**src/rtl/adc_sample_conditioner_pkg.sv**
```systemverilog
// Shared definitions for the ADC conditioning path: fmt encodings, internal
// width derivation and the field extension helper.
package adc_sample_conditioner_pkg;

    localparam logic FMT_UNSIGNED = 1'b0;
    localparam logic FMT_SIGNED   = 1'b1;

    // Two guard bits so ext(field) - OFFSET can never wrap.
    function automatic int calc_iw(input int sel_w, input int out_w);
        return ((sel_w > out_w) ? sel_w : out_w) + 2;
    endfunction

    // Fill bit used above the field MSB when widening it.
    function automatic logic ext_fill(input logic msb, input logic fmt);
        return (fmt == FMT_SIGNED) ? msb : 1'b0;
    endfunction

endpackage

```
**src/rtl/adc_sample_conditioner_sat_clip.sv**
```systemverilog
// Combinational signed clip of IN_W bits into OUT_W bits with a clip flag.
module sat_clip #(
    parameter int IN_W  = 20,
    parameter int OUT_W = 16
) (
    input  logic signed [IN_W-1:0]  din,
    output logic signed [OUT_W-1:0] dout,
    output logic                    clip
);

    logic [IN_W-OUT_W:0] hi;

    // In range exactly when every bit from the output sign bit up agrees.
    assign hi   = din[IN_W-1:OUT_W-1];
    assign clip = !((&hi) || !(|hi));

    always_comb begin
        dout = din[OUT_W-1:0];
        if (clip)
            dout = din[IN_W-1] ? {1'b1, {(OUT_W-1){1'b0}}}
                               : {1'b0, {(OUT_W-1){1'b1}}};
    end

endmodule

```
**src/rtl/adc_sample_conditioner.sv**
```systemverilog
// ADC front-end: field extract/extend, offset removal, optional block
// averaging and saturation into a signed control word.
module adc_sample_conditioner
    import adc_sample_conditioner_pkg::*;
#(
    parameter int IN_W            = 12,
    parameter int SEL_LSB         = 0,
    parameter int SEL_W           = 8,
    parameter int OUT_W           = 16,
    parameter int signed OFFSET   = 1,
    parameter int AVG_LOG2        = 2
) (
    input  logic                    clk,
    input  logic                    reset,
    input  logic                    in_valid,
    input  logic [IN_W-1:0]         in_data,
    input  logic                    fmt,
    input  logic                    avg_en,
    input  logic                    clear,
    output logic                    out_valid,
    output logic signed [OUT_W-1:0] out_data,
    output logic                    out_sat
);

    localparam int IW = calc_iw(SEL_W, OUT_W);
    localparam int AW = IW + AVG_LOG2;
    localparam int CW = (AVG_LOG2 > 0) ? AVG_LOG2 : 1;
    localparam logic [CW-1:0] CMAX = CW'((1 << AVG_LOG2) - 1);

    logic [SEL_W-1:0]     fld;
    logic [IW-1:0]        xe;
    logic                 a_valid;
    logic signed [IW-1:0] a_x;
    logic signed [AW-1:0] acc, sum, pre;
    logic [CW-1:0]        cnt;
    logic                 avg_q, tog_q, clr;
    logic signed [OUT_W-1:0] clip_d;
    logic                 clip_f;
    logic                 unused_in;

    assign unused_in = ^in_data;
    assign fld = in_data[SEL_LSB +: SEL_W];
    assign xe  = {{(IW-SEL_W){ext_fill(fld[SEL_W-1], fmt)}}, fld};

    // A mode change seen at one edge flushes the block on the following edge.
    assign clr = clear | tog_q;
    assign sum = acc + AW'(a_x);
    assign pre = avg_en ? (sum >>> AVG_LOG2) : AW'(a_x);

    sat_clip #(.IN_W(AW), .OUT_W(OUT_W)) u_clip (
        .din  (pre),
        .dout (clip_d),
        .clip (clip_f)
    );

    always_ff @(posedge clk) begin
        if (reset) begin
            a_valid   <= 1'b0;
            a_x       <= '0;
            acc       <= '0;
            cnt       <= '0;
            avg_q     <= 1'b0;
            tog_q     <= 1'b0;
            out_valid <= 1'b0;
            out_data  <= '0;
            out_sat   <= 1'b0;
        end else begin
            // Stage A always captures, even under clear: that sample opens the next block.
            a_valid   <= in_valid;
            if (in_valid)
                a_x <= $signed(xe) - IW'(OFFSET);
            avg_q     <= avg_en;
            tog_q     <= avg_en ^ avg_q;
            out_valid <= 1'b0;
            if (clr) begin
                acc <= '0;
                cnt <= '0;
            end else if (a_valid) begin
                if (!avg_en || cnt == CMAX) begin
                    out_data  <= clip_d;
                    out_sat   <= clip_f;
                    out_valid <= 1'b1;
                    acc       <= '0;
                    cnt       <= '0;
                end else begin
                    acc <= sum;
                    cnt <= cnt + CW'(1);
                end
            end
        end
    end

endmodule

```
**config.mk**
```make
export PLATFORM = sky130hd
export DESIGN_NAME = adc_sample_conditioner
export DESIGN_NICKNAME = d
export VERILOG_FILES = /design/src/rtl/adc_sample_conditioner_pkg.sv /design/src/rtl/adc_sample_conditioner_sat_clip.sv /design/src/rtl/adc_sample_conditioner.sv
export SDC_FILE = /design/constraint.sdc
export NUM_CORES = 1
export LEC_CHECK = 0
export ABC_CLOCK_PERIOD_IN_PS = 2600
export CAP_MARGIN = 20
export CORE_ASPECT_RATIO = 1.4
export CORE_MARGIN = 2
export CORE_UTILIZATION = 30
export DETAILED_ROUTE_END_ITERATION = 8
export HOLD_SLACK_MARGIN = 0.08
export SETUP_SLACK_MARGIN = 0.2
export SYNTH_ARGS = -nofsm -noshare
export SYNTH_HDL_FRONTEND = slang
export SYNTH_SLANG_ARGS = --single-unit
```
**constraint.sdc**
```tcl
create_clock -name clk -period 2.6 [get_ports clk]
set_input_delay 0.39 -clock clk [delete_from_list [all_inputs] [get_ports clk]]
set_output_delay 0.39 -clock clk [all_outputs]
set_load 0.1 [all_outputs]
```
== Word-level counts from Yosys, hierarchy flattened ==
Cells that the tools add are included.
Word-level totals
  bits of input ports: 18
  register bits: 53
Operators by class
  multiplexer cells: 7
  reductions and logical operators: 10
  $add $sub $neg: 3
  equality and inequality tests: 1
  bitwise gates (word level): 4
Operators by type and width (number)
  two-way mux 20 bit: 2
  two-way mux 16 bit: 2
  adder 20 x 10 -> 20 bit: 1
  subtractor 9 x 2 -> 10 bit (second input constant): 1
  AND reduction 5 bit: 1
  OR reduction 5 bit: 1
  logical NOT 1 bit: 3
  AND reduction 3 bit: 1
  OR reduction 3 bit: 1
  adder 2 x 1 -> 2 bit (second input constant): 1
  == test 2 bit (second input constant): 1
  logical OR 1 bit: 2
  two-way mux 1 bit: 2
  two-way mux 2 bit: 1
  NOT 1 bit: 2
  OR reduction 2 bit: 1
  OR 1 bit: 1
  bitwise XOR 1 bit: 1

== Depth between registers and ports, before layout ==
  word-level depth: 6
  depth in mapped cells: 11
  depth with buffers taken out: 10

== Modules after synthesis ==
A second synthesis with hierarchy kept.
Unflattened totals
  cell total of the unflattened synthesis: 453
  area, all modules: 3718.6 um^2
By module, submodules not included
  adc_sample_conditioner: cells each 389, area each 3211.8 um^2, seq. area each 1061.0 um^2, instances 1
  sat_clip: cells each 64, area each 506.7 um^2, seq. area each 0.0 um^2, instances 1

== Worst setup path before layout ==
No wires, ideal clock.
  kind: reg2reg
  from: register a_x[9] (netlist name)
  to: register out_data[1]
  stages on the path, launching flop included: 12
  slack: -0.094 ns
  buffers on the path: 2
  setup time: 0.127 ns
  arrival: 2.567 ns
  data required time: 2.473 ns
  path through: dfxtp_1 -> ha_1 -> buf_6 -> a21o_1 -> a21oi_2 -> a21bo_2 -> a41oi_2 -> o41ai_4 -> xnor2_2 -> a211oi_4 -> buf_8 -> o32ai_2
Between the ends
  word-level cells in the longest chain between the ends: 6
  elaborated cells on any way between the ends: 8
  those cells by class: add/sub (1); mux (3); reduce/logical (4)
Ends and longest elaborated chain
  adder 20 x 10 -> 20 bit: RTL line adc_sample_conditioner.sv:47  | assign sum = acc + AW'(a_x);
  two-way mux 20 bit (*): RTL line adc_sample_conditioner.sv:48  | assign pre = avg_en ? (sum >>> AVG_LOG2) : AW'(a_x);
  OR reduction 5 bit: RTL line adc_sample_conditioner_sat_clip.sv:15  | assign clip = !((&hi) || !(|hi));
  logical NOT 1 bit: RTL line adc_sample_conditioner_sat_clip.sv:15
  logical OR 1 bit: RTL line adc_sample_conditioner_sat_clip.sv:15
  two-way mux 16 bit (*): RTL line adc_sample_conditioner_sat_clip.sv:19  | if (clip)
  end signal, assigned: RTL line adc_sample_conditioner.sv:80  | out_data <= clip_d;
  end, declared: RTL line adc_sample_conditioner.sv:21  | output logic signed [OUT_W-1:0] out_data,
Every way passes the cells marked *; elsewhere a longest branch is shown, timed or not.
A chain may end at the register's enable or synchronous reset.

== Worst setup path after layout ==
  from: register a_x[9] (netlist name)
  to: register out_data[14]
Between the ends
  word-level cells in the longest chain between the ends: 6
  elaborated cells on any way between the ends: 8
  those cells by class: add/sub (1); mux (3); reduce/logical (4)
Ends and longest elaborated chain (RTL line)
  adder 20 x 10 -> 20 bit: adc_sample_conditioner.sv:47
  two-way mux 20 bit (*): adc_sample_conditioner.sv:48
  OR reduction 5 bit: adc_sample_conditioner_sat_clip.sv:15
  logical NOT 1 bit: adc_sample_conditioner_sat_clip.sv:15
  logical OR 1 bit: adc_sample_conditioner_sat_clip.sv:15
  two-way mux 16 bit (*): adc_sample_conditioner_sat_clip.sv:19
Marked as above.

==> results_dict.tcl <==
set metrics [dict create \
    status "complete, but fails checks" \
    failed_checks "negative setup slack" \
    drive_gt1_share_pct 38.2 \
    path_max_fanout 6 \
    drtPass1Iterations 4 \
    yosys_warnings 0 \
    clock_latency_ns 0.30 \
    post_drt_wl_per_cell_um 15.6 \
    ios 36 \
    worst_hold_path_type "flip-flop to flip-flop" \
    synth.avg_cell_area_um2 9.10 \
    floorplan.initialDensity_pct 30.4 \
    cp.arrival_ns 2.85 \
    vias 3277 \
    cts-htree-levels 2 \
    final_cell_mix "buf_4 (71), nor2_1 (65), dfxtp_1 (45)" \
    max-cap-violations 0 \
    die-area_um2 12800 \
    die_y_um 133 \
    ff2ff_setup_slack_ns -0.06 \
    synthArstFlopShare_pct 0 \
    syn_inst 391 \
    drt_iter0_drc 156 \
    maxSlewHeadroom_pct 46.8 \
    area_growth_pct 37.4 \
    n_fill_cell 1109 \
    cts-root-buf "clkbuf_16" \
    nets 507 \
    layout_commonest_cell "buf_4" \
    clock-sinks 53 \
    core_area_um2 11700 \
    drc 0 \
    final_core_util_pct 41.8 \
    rows 47 \
    critPathKind "flip-flop to flip-flop" \
    required_ns 2.79 \
    syn-cell-area_um2 3560 \
    period_minus_slack_ns 2.66 \
    ir_drop_mv 0.239 \
    clk_pin_slew_ns 0.07 \
    gr-usage-all-layers_pct 15.0 \
    rsz0062_at_grt "true" \
    grt_pass1_wl_mm 15.3 \
    clock_path_buffers 2 \
    cp-start-kind "flip-flop" \
    place_ws_ns -0.110 \
    netlist-cell-type-count 72 \
    antenna_found_initial 0 \
    endpoint_kind "flip-flop" \
    hp-start "avg_q$_SDFF_PP0_" \
    yosysSeqAreaShare_pct 29.8 \
    dp.cells 593 \
    synth_edf_count 0 \
    synth_ff_type "dfxtp_1" \
    setup_ws_ns -0.0632 \
    hold_viol 0 \
    skew_ns 0.00942 \
    power.density_nw_per_um2 420 \
    wl_mm 9.58 \
    grt-ovfl-total 0 \
    fin_cells 615 \
    drv_slew 0 \
    cts_hold_buf 0 \
    place.gp.congestion 0.848 \
    die_w_um 96.1 \
    setup_viol 15 \
    reg2reg_to "out_data[14]$_SDFFE_PP0P_" \
    final_antenna_net_count 0 \
    cts-buffers-inserted 5 \
    hold_slack_ns 0.494 \
    power.leakage_nw 1.92 \
    viasPerCell 5.33 \
    finalCritPeriodShare_pct 102 \
    tightest_slew_ns 0.798 \
    dp_hpwl_mm 6.81 \
    grt_pass1_vias 3188 \
    r2r_cells 12 \
    max_clock_freq_mhz 375 \
    rr_startpoint "a_x[9]$_SDFFE_PP0P_" \
    yosys_register_bits 53 \
    whs_endpoint "tog_q$_SDFF_PP0_" \
    grt_max_degree 44 \
    holdPathStages 2 \
    cts_tree "built" \
    io_buffers 31 \
    antenna_cells 0 \
    synth_nets 431 \
]
## cell type report
class	instances	area [µm²]	area share [%]
inverters	7	26.3	0.537
multi-input cells	307	2670	54.6
clock inverters	2	13.8	0.281
repair buffers	93	795	16.2
well taps	147	184	3.76
flip-flops and latches	53	1070	21.9
clock buffers	6	129	2.63
## repair_timing
action                     CTS  global route
setup endpoints to repair   19            23
setup buffers               10             4
gates resized for setup     31            33
hold endpoints to repair     0             0
pin swaps                   16            23
## flip-flops by register name, indices dropped and copies added (netlist names)
signal     flops
acc           20
out_data      16
a_x           10
cnt            2
a_valid        1
avg_q          1
out_sat        1
out_valid      1
tog_q          1
## critical path: stages, from the launching register on
cell and delay, ns:
dfxtp_4 0.40, buf_12 0.14, buf_6 0.11, ha_4 0.24
a21o_1 0.19, a2111o_1 0.45, o21ai_4 0.20, buf_6 0.15
xnor2_4 0.08, a211oi_4 0.28, buf_4 0.17, buf_6 0.09
o2bb2ai_2 0.04
## cell usage after synthesis (7+ instances only)
| master | n | area share, % |
|---|---|---|
| or3_2 | 11 | 2.3 |
| a21o_1 | 9 | 1.9 |
| dfxtp_1 | 53 | 30 |
| inv_1 | 7 | 0.74 |
| o32ai_2 | 10 | 4.6 |
| nand3_1 | 9 | 1.3 |
| clkbuf_1 | 9 | 0.95 |
| mux2i_1 | 11 | 3.1 |
| nand2b_1 | 7 | 1.2 |
| a22oi_1 | 16 | 3.4 |
| a21oi_1 | 14 | 2.0 |
| nor2_1 | 65 | 6.9 |
| o21ai_0 | 11 | 1.5 |
| ha_1 | 21 | 7.4 |
| a211oi_1 | 7 | 1.5 |
| xnor2_1 | 14 | 3.4 |
| nand2_1 | 11 | 1.2 |
## worst max-delay path by stage
stage,slack (ns),end,cells past startpoint,startpoint
4_1_cts,-0.04,out_data[11]$_SDFFE_PP0P_,10,a_x[9]$_SDFFE_PP0P_
3_3_place_gp,-0.08,out_data[4]$_SDFFE_PP0P_,10,a_x[9]$_SDFFE_PP0P_
6_report,-0.06,out_data[14]$_SDFFE_PP0P_,12,a_x[9]$_SDFFE_PP0P_
3_5_place_dp,-0.11,out_data[2]$_SDFFE_PP0P_,10,a_x[9]$_SDFFE_PP0P_
5_1_grt,-0.14,out_data[14]$_SDFFE_PP0P_,13,a_x[9]$_SDFFE_PP0P_
2_1_floorplan,0.13,out_data[1]$_SDFFE_PP0P_,11,a_x[9]$_SDFFE_PP0P_
## logic make-up after synthesis
group | synth area share, %
buffers and inverters | 6.12
adders and majority gates | 7.94
DFF | 29.8
and+or+nand+nor | 18.8
xor gates and xnor gates | 5.13
muxes | 3.09
AOI/OAI and AO/OA | 29.1
## power by group
group	leakage [nW]	internal (mW)	switching, mW	total [mW]
Sequential	0.435	0.842	0.0244	0.867
Combinational	1.42	0.206	0.306	0.512
Clock	0.0674	0.359	0.318	0.677
Total	1.92	1.41	0.649	2.06
## metal layers
metal  part of all wire [%]  wire, µm  GRT usage [%]  vias up
met4                    1.8       176           4.68        0
li1                       -         -              -     1620
met1                     41      3940           17.7     1595
met3                    2.6       245           2.16       11
met5                      0         0              0        -
met2                     55      5220           27.2       51
## through the flow
step	setup TNS, ns	total power, mW	cell area (µm²)
6_report	-0.567	2.06	4890
5_1_grt	-1.72	2.14	4890
4_1_cts	-0.186	2.05	4680
3_5_place_dp	-0.948	1.34	4270
3_3_place_gp	-0.890	1.33	4270
2_1_floorplan	0	1.20	3640
Power figures use the tool's default switching activity.
